## src/rtl/predistort_taps_loader.sv

```systemverilog
// Shadow tap RAM written over the settings bus and replayed as one AXI-stream packet per commit.
// Optional build macro PD_TAPS_CHECKSUM_EN adds a per-packet mod-256 checksum in rb_data[31:24].
module predistort_taps_loader #(
    parameter int unsigned WIDTH       = 16,
    parameter int unsigned DEPTH       = 7,
    parameter int unsigned SR_TAP_DATA = 0,
    parameter int unsigned SR_CTRL     = 1
) (
    input  logic             clk,
    input  logic             reset_n,
    input  logic             clear,
    input  logic             set_stb,
    input  logic [7:0]       set_addr,
    input  logic [31:0]      set_data,
    output logic [WIDTH-1:0] taps_tdata,
    output logic             taps_tlast,
    output logic             taps_tvalid,
    input  logic             taps_tready,
    output logic             busy,
    output logic [31:0]      rb_data
);

    localparam int unsigned N = 1 << DEPTH;
    localparam logic [DEPTH-1:0] LAST_ADDR = DEPTH'(N - 1);

    typedef enum logic {
        S_IDLE   = 1'b0,
        S_STREAM = 1'b1
    } state_e;

    state_e             state_q, state_d;
    logic [DEPTH-1:0]   wr_ptr_q, wr_ptr_d;
    logic               wr_err_q, wr_err_d;
    logic               pending_q, pending_d;
    logic               busy_q, busy_d;
    logic               iss_active_q, iss_active_d;
    logic [DEPTH-1:0]   rd_addr_q, rd_addr_d;
    logic               rd_vld_q, rd_vld_d;
    logic               rd_last_q, rd_last_d;
    logic [WIDTH-1:0]   rd_data_q;
    logic               out_vld_q, out_vld_d;
    logic               out_last_q, out_last_d;
    logic [WIDTH-1:0]   out_data_q, out_data_d;
    logic               skid_vld_q, skid_vld_d;
    logic               skid_last_q, skid_last_d;
    logic [WIDTH-1:0]   skid_data_q, skid_data_d;
    logic [31:0]        rb_q, rb_d;
    logic [7:0]         cks_c;

    logic [WIDTH-1:0]   mem [N];

    logic               tap_wr_c, ctrl_wr_c, commit_c, tap_we_c;
    logic               pop_c, can_issue_c, start_idle_c, start_rep_c, start_c, issue_c;
    logic [2:0]         occ_c;
    logic [DEPTH-1:0]   rd_addr_c;
    logic               unused_set_data_c;

    assign unused_set_data_c = ^set_data[31:WIDTH];

    // Settings decode and read-issue control
    always_comb begin
        tap_wr_c     = set_stb && (set_addr == 8'(SR_TAP_DATA));
        ctrl_wr_c    = set_stb && (set_addr == 8'(SR_CTRL));
        commit_c     = ctrl_wr_c && set_data[0];
        tap_we_c     = tap_wr_c && (state_q == S_IDLE) && !clear;
        pop_c        = out_vld_q && taps_tready;
        // Reads in flight plus buffered beats never exceed the two output slots
        occ_c        = 3'(out_vld_q) + 3'(skid_vld_q) + 3'(rd_vld_q);
        can_issue_c  = (occ_c - 3'(pop_c)) < 3'd2;
        start_idle_c = (state_q == S_IDLE) && commit_c;
        start_rep_c  = (state_q == S_STREAM) && !iss_active_q && pending_q && can_issue_c;
        start_c      = start_idle_c || start_rep_c;
        issue_c      = !clear && (start_c || (iss_active_q && can_issue_c));
        rd_addr_c    = start_c ? '0 : rd_addr_q;
    end

    // Next-state logic
    always_comb begin
        state_d      = state_q;
        wr_ptr_d     = wr_ptr_q;
        wr_err_d     = wr_err_q;
        pending_d    = pending_q;
        iss_active_d = iss_active_q;
        rd_addr_d    = rd_addr_q;
        rd_vld_d     = issue_c;
        rd_last_d    = rd_last_q;
        out_vld_d    = out_vld_q;
        out_last_d   = out_last_q;
        out_data_d   = out_data_q;
        skid_vld_d   = skid_vld_q;
        skid_last_d  = skid_last_q;
        skid_data_d  = skid_data_q;

        if (issue_c) begin
            rd_addr_d    = rd_addr_c + DEPTH'(1);
            iss_active_d = (rd_addr_c != LAST_ADDR);
            rd_last_d    = (rd_addr_c == LAST_ADDR);
        end

        // Two-slot output skid: out_* drives the port, skid_* absorbs the read in flight
        if (!out_vld_q || pop_c) begin
            if (skid_vld_q) begin
                out_vld_d  = 1'b1;
                out_data_d = skid_data_q;
                out_last_d = skid_last_q;
                skid_vld_d = rd_vld_q;
                if (rd_vld_q) begin
                    skid_data_d = rd_data_q;
                    skid_last_d = rd_last_q;
                end
            end else begin
                out_vld_d = rd_vld_q;
                if (rd_vld_q) begin
                    out_data_d = rd_data_q;
                    out_last_d = rd_last_q;
                end else begin
                    out_last_d = 1'b0;
                end
            end
        end else if (rd_vld_q) begin
            skid_vld_d  = 1'b1;
            skid_data_d = rd_data_q;
            skid_last_d = rd_last_q;
        end

        if (tap_wr_c) begin
            if (state_q == S_STREAM) wr_err_d = 1'b1;
            else                     wr_ptr_d = wr_ptr_q + DEPTH'(1);
        end
        if (ctrl_wr_c) begin
            if (set_data[1]) wr_ptr_d = '0;
            if (set_data[2]) wr_err_d = 1'b0;
        end

        case (state_q)
            S_IDLE: begin
                if (commit_c) state_d = S_STREAM;
            end
            S_STREAM: begin
                if (start_rep_c) pending_d = 1'b0;
                if (commit_c)    pending_d = 1'b1;
                if (pop_c && out_last_q && !(iss_active_q || start_c || pending_q || commit_c))
                    state_d = S_IDLE;
            end
            default: state_d = S_IDLE;
        endcase

        if (clear) begin
            state_d      = S_IDLE;
            pending_d    = 1'b0;
            wr_ptr_d     = '0;
            wr_err_d     = 1'b0;
            iss_active_d = 1'b0;
            rd_vld_d     = 1'b0;
            out_vld_d    = 1'b0;
            out_last_d   = 1'b0;
            skid_vld_d   = 1'b0;
        end

        busy_d = (state_d == S_STREAM);

        rb_d            = '0;
        rb_d[DEPTH-1:0] = wr_ptr_q;
        rb_d[16]        = busy_q;
        rb_d[17]        = pending_q;
        rb_d[18]        = wr_err_q;
        rb_d[31:24]     = cks_c;
    end

    always_ff @(posedge clk or negedge reset_n) begin
        if (!reset_n) begin
            state_q      <= S_IDLE;
            wr_ptr_q     <= '0;
            wr_err_q     <= 1'b0;
            pending_q    <= 1'b0;
            busy_q       <= 1'b0;
            iss_active_q <= 1'b0;
            rd_addr_q    <= '0;
            rd_vld_q     <= 1'b0;
            rd_last_q    <= 1'b0;
            out_vld_q    <= 1'b0;
            out_last_q   <= 1'b0;
            out_data_q   <= '0;
            skid_vld_q   <= 1'b0;
            skid_last_q  <= 1'b0;
            skid_data_q  <= '0;
            rb_q         <= '0;
        end else begin
            state_q      <= state_d;
            wr_ptr_q     <= wr_ptr_d;
            wr_err_q     <= wr_err_d;
            pending_q    <= pending_d;
            busy_q       <= busy_d;
            iss_active_q <= iss_active_d;
            rd_addr_q    <= rd_addr_d;
            rd_vld_q     <= rd_vld_d;
            rd_last_q    <= rd_last_d;
            out_vld_q    <= out_vld_d;
            out_last_q   <= out_last_d;
            out_data_q   <= out_data_d;
            skid_vld_q   <= skid_vld_d;
            skid_last_q  <= skid_last_d;
            skid_data_q  <= skid_data_d;
            rb_q         <= rb_d;
        end
    end

    // Shadow RAM: contents survive reset and clear
    always_ff @(posedge clk) begin
        if (tap_we_c) mem[wr_ptr_q] <= set_data[WIDTH-1:0];
        if (issue_c)  rd_data_q     <= mem[rd_addr_c];
    end

`ifdef PD_TAPS_CHECKSUM_EN
    logic [7:0] acc_q, acc_d, cks_q, cks_d;

    always_comb begin
        acc_d = acc_q;
        cks_d = cks_q;
        if (pop_c) begin
            if (out_last_q) begin
                cks_d = acc_q + out_data_q[7:0];
                acc_d = 8'd0;
            end else begin
                acc_d = acc_q + out_data_q[7:0];
            end
        end
        if (clear) acc_d = 8'd0;
    end

    always_ff @(posedge clk or negedge reset_n) begin
        if (!reset_n) begin
            acc_q <= 8'd0;
            cks_q <= 8'd0;
        end else begin
            acc_q <= acc_d;
            cks_q <= cks_d;
        end
    end

    assign cks_c = cks_q;
`else
    assign cks_c = 8'd0;
`endif

    assign taps_tdata  = out_data_q;
    assign taps_tlast  = out_last_q;
    assign taps_tvalid = out_vld_q;
    assign busy        = busy_q;
    assign rb_data     = rb_q;

endmodule

```

## config.mk

```make
export PLATFORM = sky130hd
export DESIGN_NAME = predistort_taps_loader
export DESIGN_NICKNAME = d
export VERILOG_FILES = /design/src/rtl/predistort_taps_loader.sv
export SDC_FILE = /design/constraint.sdc
export NUM_CORES = 2
export LEC_CHECK = 0
export BUFFER_PORTS_ARGS = -buffer_cell sky130_fd_sc_hd__clkbuf_2
export CAP_MARGIN = 15
export CORE_MARGIN = 2
export CORE_UTILIZATION = 57
export CTS_CLUSTER_SIZE = 30
export DETAILED_ROUTE_END_ITERATION = 12
export GPL_TIMING_DRIVEN = 0
export PLACE_DENSITY_LB_ADDON = 0.12
export SYNTH_ARGS = -nofsm -noshare
export SYNTH_HDL_FRONTEND = slang
export SYNTH_SLANG_ARGS = --single-unit
export TNS_END_PERCENT = 50
```

## constraint.sdc

```tcl
create_clock -name clk -period 3.1 [get_ports clk]
set_input_delay 0.62 -clock clk [delete_from_list [all_inputs] [get_ports clk]]
set_output_delay 0.62 -clock clk [all_outputs]
set_load 0.01 [all_outputs]
```

==> impl_results.md <==
- Post-Route WL: 307000 um
- # DRC: 0
- Final std cells w/o fill: 7455
- Clock Power Share: 41.8%
- Post-route cell area: 100000 um2
- DR iter-0 viols: 9130
- I/O pin count: 96
- TritonCTS clock tree: built
- Final min period: 4.35 ns
- Clk slew on worst S/H paths: 0.07 ns
- Drt via density: 7.16
- Min-delay worst type: in2reg
- Die height: 389 um
- CTS buffer count: 207
- Yosys cell types: 80
- Drt pass-1 iters: 9
- Failing checks: negative setup slack
- Port bufs: 57
- Area Overhead vs Synth: 18.5%
- Routed wire length per instance: 41.2 um
- FF-to-FF path depth: 9
- Switching power total: 13.0 mW
- CP Cell Sequence: buf_4 > buf_4 > clkbuf_4 > buf_2 > clkbuf_2 > mux4_2 > o21ai_0 > o211ai_1 > o22a_1
- Maxcap violations: 0
- Post-DP HPWL: 210000 um
- Clock sink count: 2130
- Worst-Margin Slew: 1.42 ns
- Tcrit/Tclk final: 140%
- Routed via count: 53400
- Clk_lat worst skew: 0.87 ns
- Die footprint: 152000 um2
- RR Endpoint: rd_data_q[15]
- Total grt overflow: 0
- Setup crit end kind: flip-flop
- CP Class: reg2reg
- CP top delay family: buffers and inverters
- CTS Buffer Depth: 3
- Post-route setup TNS: -77.87 ns
- Worst Setup EP: rd_data_q[15]
- Worst setup margin: -1.25 ns
- Final core occ: 68.0%
- RSZ-0062 raised after global routing: true
- GP Congestion: 1.12
- Largest net degree at the start of global routing: 129
- Crit path top cell by count: buf_4
- Final hold violation count: 0
- FF-to-FF Start: rd_addr_q[0]
- VDD IR max: 0.562 mV
- Critical path startpoint: rd_addr_q[0]
- Top cell type's share of synthesized area: 73.2%
- Worst Clk Skew: 0.0297 ns
- Antenna violations before repair: 15
- Required @ worst endpoint: 3.79 ns
- Worst path max stage delay: 1.12 ns
- Stages on worst setup path: 9
- Synthesized area: 84600 um2
- Switching part of the total: 22.1%
- Max Clk Rate: 230 MHz
- # setup viols final: 505
- P_leak: 31.8 nW
- Outcome: complete, but fails checks
- Flop pwr share: 53.4%
- Asr flop ratio synth: 3.10%
- Initial Util: 57.4%
- Placed cell count: 6950
- DRT antenna net count: 0
- Vias in the first global route: 49600
- Max_slew headroom: 4.78%
- CP Data Arrival Time: 5.04 ns
- Cell-internal power: 46.1 mW
- Fill cell count: 9761
- Bufs and invs on worst path: 5
- Post-DP Area: 90000 um2
- First-pass GRT wire length: 412000 um
- Post-synth EDFFs: 2064
- Yosys synthesis warning count: 0
- Cell Rows: 141
- Core area: 147000 um2
- Synthesized flop and latch total: 2130
- Slowest cell on crit path: o211ai_1
- Power per cell area: 590 nW/um2
- Synth area leaders: edfxtp_1 (73%), mux4_2 (5.6%), mux2i_1 (3.4%)
- Combinational Power Share: 4.8%
- Reg-to-reg slack, setup: -1.25 ns
- Htree depth: 4
- Ys flop type: edfxtp_1
- Crit-path max FO: 10
- Gr usage total: 40.5%
- Slew Limit Fails: 0
- Die Wd: 389 um
- Layout cells sized above 1: 27.8%
- Mapped Avg Cell Area: 17.5 um2
- Post-synth top area cell: edfxtp_1
- Synth Instances: 4827
- Nets: 5386
- Synth top cells by count: edfxtp_1 (2064), nor2_1 (293), mux2i_1 (285)
- Clock root cell: clkbuf_16
- Worst setup SP type: flip-flop
- Sequential element share of the synthesized area: 75.2%
- Most common cell in the synthesized netlist: edfxtp_1
==> power by group through the flow <==
stage,sequential (mW),clock [mW],combinational (mW)
floorplan,32.2,0,1.00
global placement,32.3,0,2.39
detailed placement,32.2,0,2.53
CTS,31.6,24.6,2.63
global route,31.6,25.7,2.82
finish,31.6,24.7,2.83
==> metrics by stage <==
step,power (mW),worst slack (ns),hold WS (ns)
after global placement,34.7,-4.90,0.364
final,59.1,-1.25,0.0844
after CTS,58.8,-1.05,0.0549
after floorplan,33.2,-0.330,0.324
after global routing,60.1,-1.11,0.122
after detailed placement,34.7,-2.88,0.364
==> placed cells by master, fill, tap and decap left out, types with 93 or more instances in the layout <==
cell,synthesis,final
edfxtp_1,2064,2064
mux2i_1,285,284
clkbuf_16,0,213
mux4_2,210,210
a21oi_1,184,180
o21ai_0,201,176
nor2_1,293,159
buf_4,49,133
nand2_1,139,128
mux2_2,124,124
clkbuf_1,151,118
clkbuf_2,0,95
o211ai_1,93,93
==> worst reg2reg max path, cell delays in order, from the launching register on <==
cell	delay (ns)
dfrtp_1	0.32
buf_4	0.27
buf_4	0.34
clkbuf_4	0.38
buf_2	0.38
clkbuf_2	0.55
mux4_2	0.33
o21ai_0	0.09
o211ai_1	1.12
o22a_1	0.39
==> logic make-up (layout without fill, tap and decap cells) <==
family	count (synthesis)	in the layout	synth area share (%)
compound gates	909	909	7.42
buf+inv	373	1037	2.11
fa+ha+maj	4	4	0.0591
xor+xnor	7	7	0.0724
mux	620	620	10.6
other cells	1	34	0.00443
simple gates	783	784	4.51
flops	2130	2130	75.2
==> layer usage <==
layer,track usage [%],vias to the layer above,part of all wire (%)
met5,0.287,-,0.089
met4,25.8,16,7.9
met3,16.7,1024,15
met2,57.0,4420,42
met1,52.2,27200,35
li1,-,20700,-
==> worst min path at each step <==
stage | start | to | slack [ns] | depth (start not counted)
floorplan | reset_n | busy | 0.32 | 0
global placement | wr_ptr_q[5] | rb_data[5] | 0.36 | 0
detailed placement | wr_ptr_q[6] | rb_data[6] | 0.36 | 0
CTS | taps_tready | skid_vld_q | 0.05 | 4
global route | taps_tready | skid_vld_q | 0.12 | 4
finish | taps_tready | skid_vld_q | 0.08 | 4
==> state kept, by name, summed over array words and instances, names as in the netlist <==
signal        count
busy              1
iss_active_q      1
mem            2048
pending_q         1
rb_data          10
rd_addr_q         7
rd_data_q        16
rd_last_q         1
rd_vld_q          1
skid_data_q      16
skid_last_q       1
skid_vld_q        1
taps_tdata       16
taps_tlast        1
taps_tvalid       1
wr_err_q          1
wr_ptr_q          7
==> cell type report <==
cell class	count	area, um2	share of cell area [%]
multi-input combinational	2346	21300	21.2
buffer	352	2470	2.47
sequential	2130	63600	63.5
antenna	12	30.0	0.0300
inverter	16	73.8	0.0736
timing repair buffer	283	3800	3.79
clock buffer	267	5490	5.48
clock inverter	118	1020	1.02
timing repair inverter	1	7.51	0.00749
tap	1930	2410	2.41
==> what timing repair did <==
action / CTS / global route
endpoints found under the setup margin: 1415 / 1025
pin swaps: 95 / 56
endpoints found under the hold margin: 66 / 0
gates cloned: 3 / 0
hold buffers: 1 / 0
buffers inserted: 80 / 28
gates resized for setup: 440 / 186
Note: power is estimated with default switching activity, not from simulation.
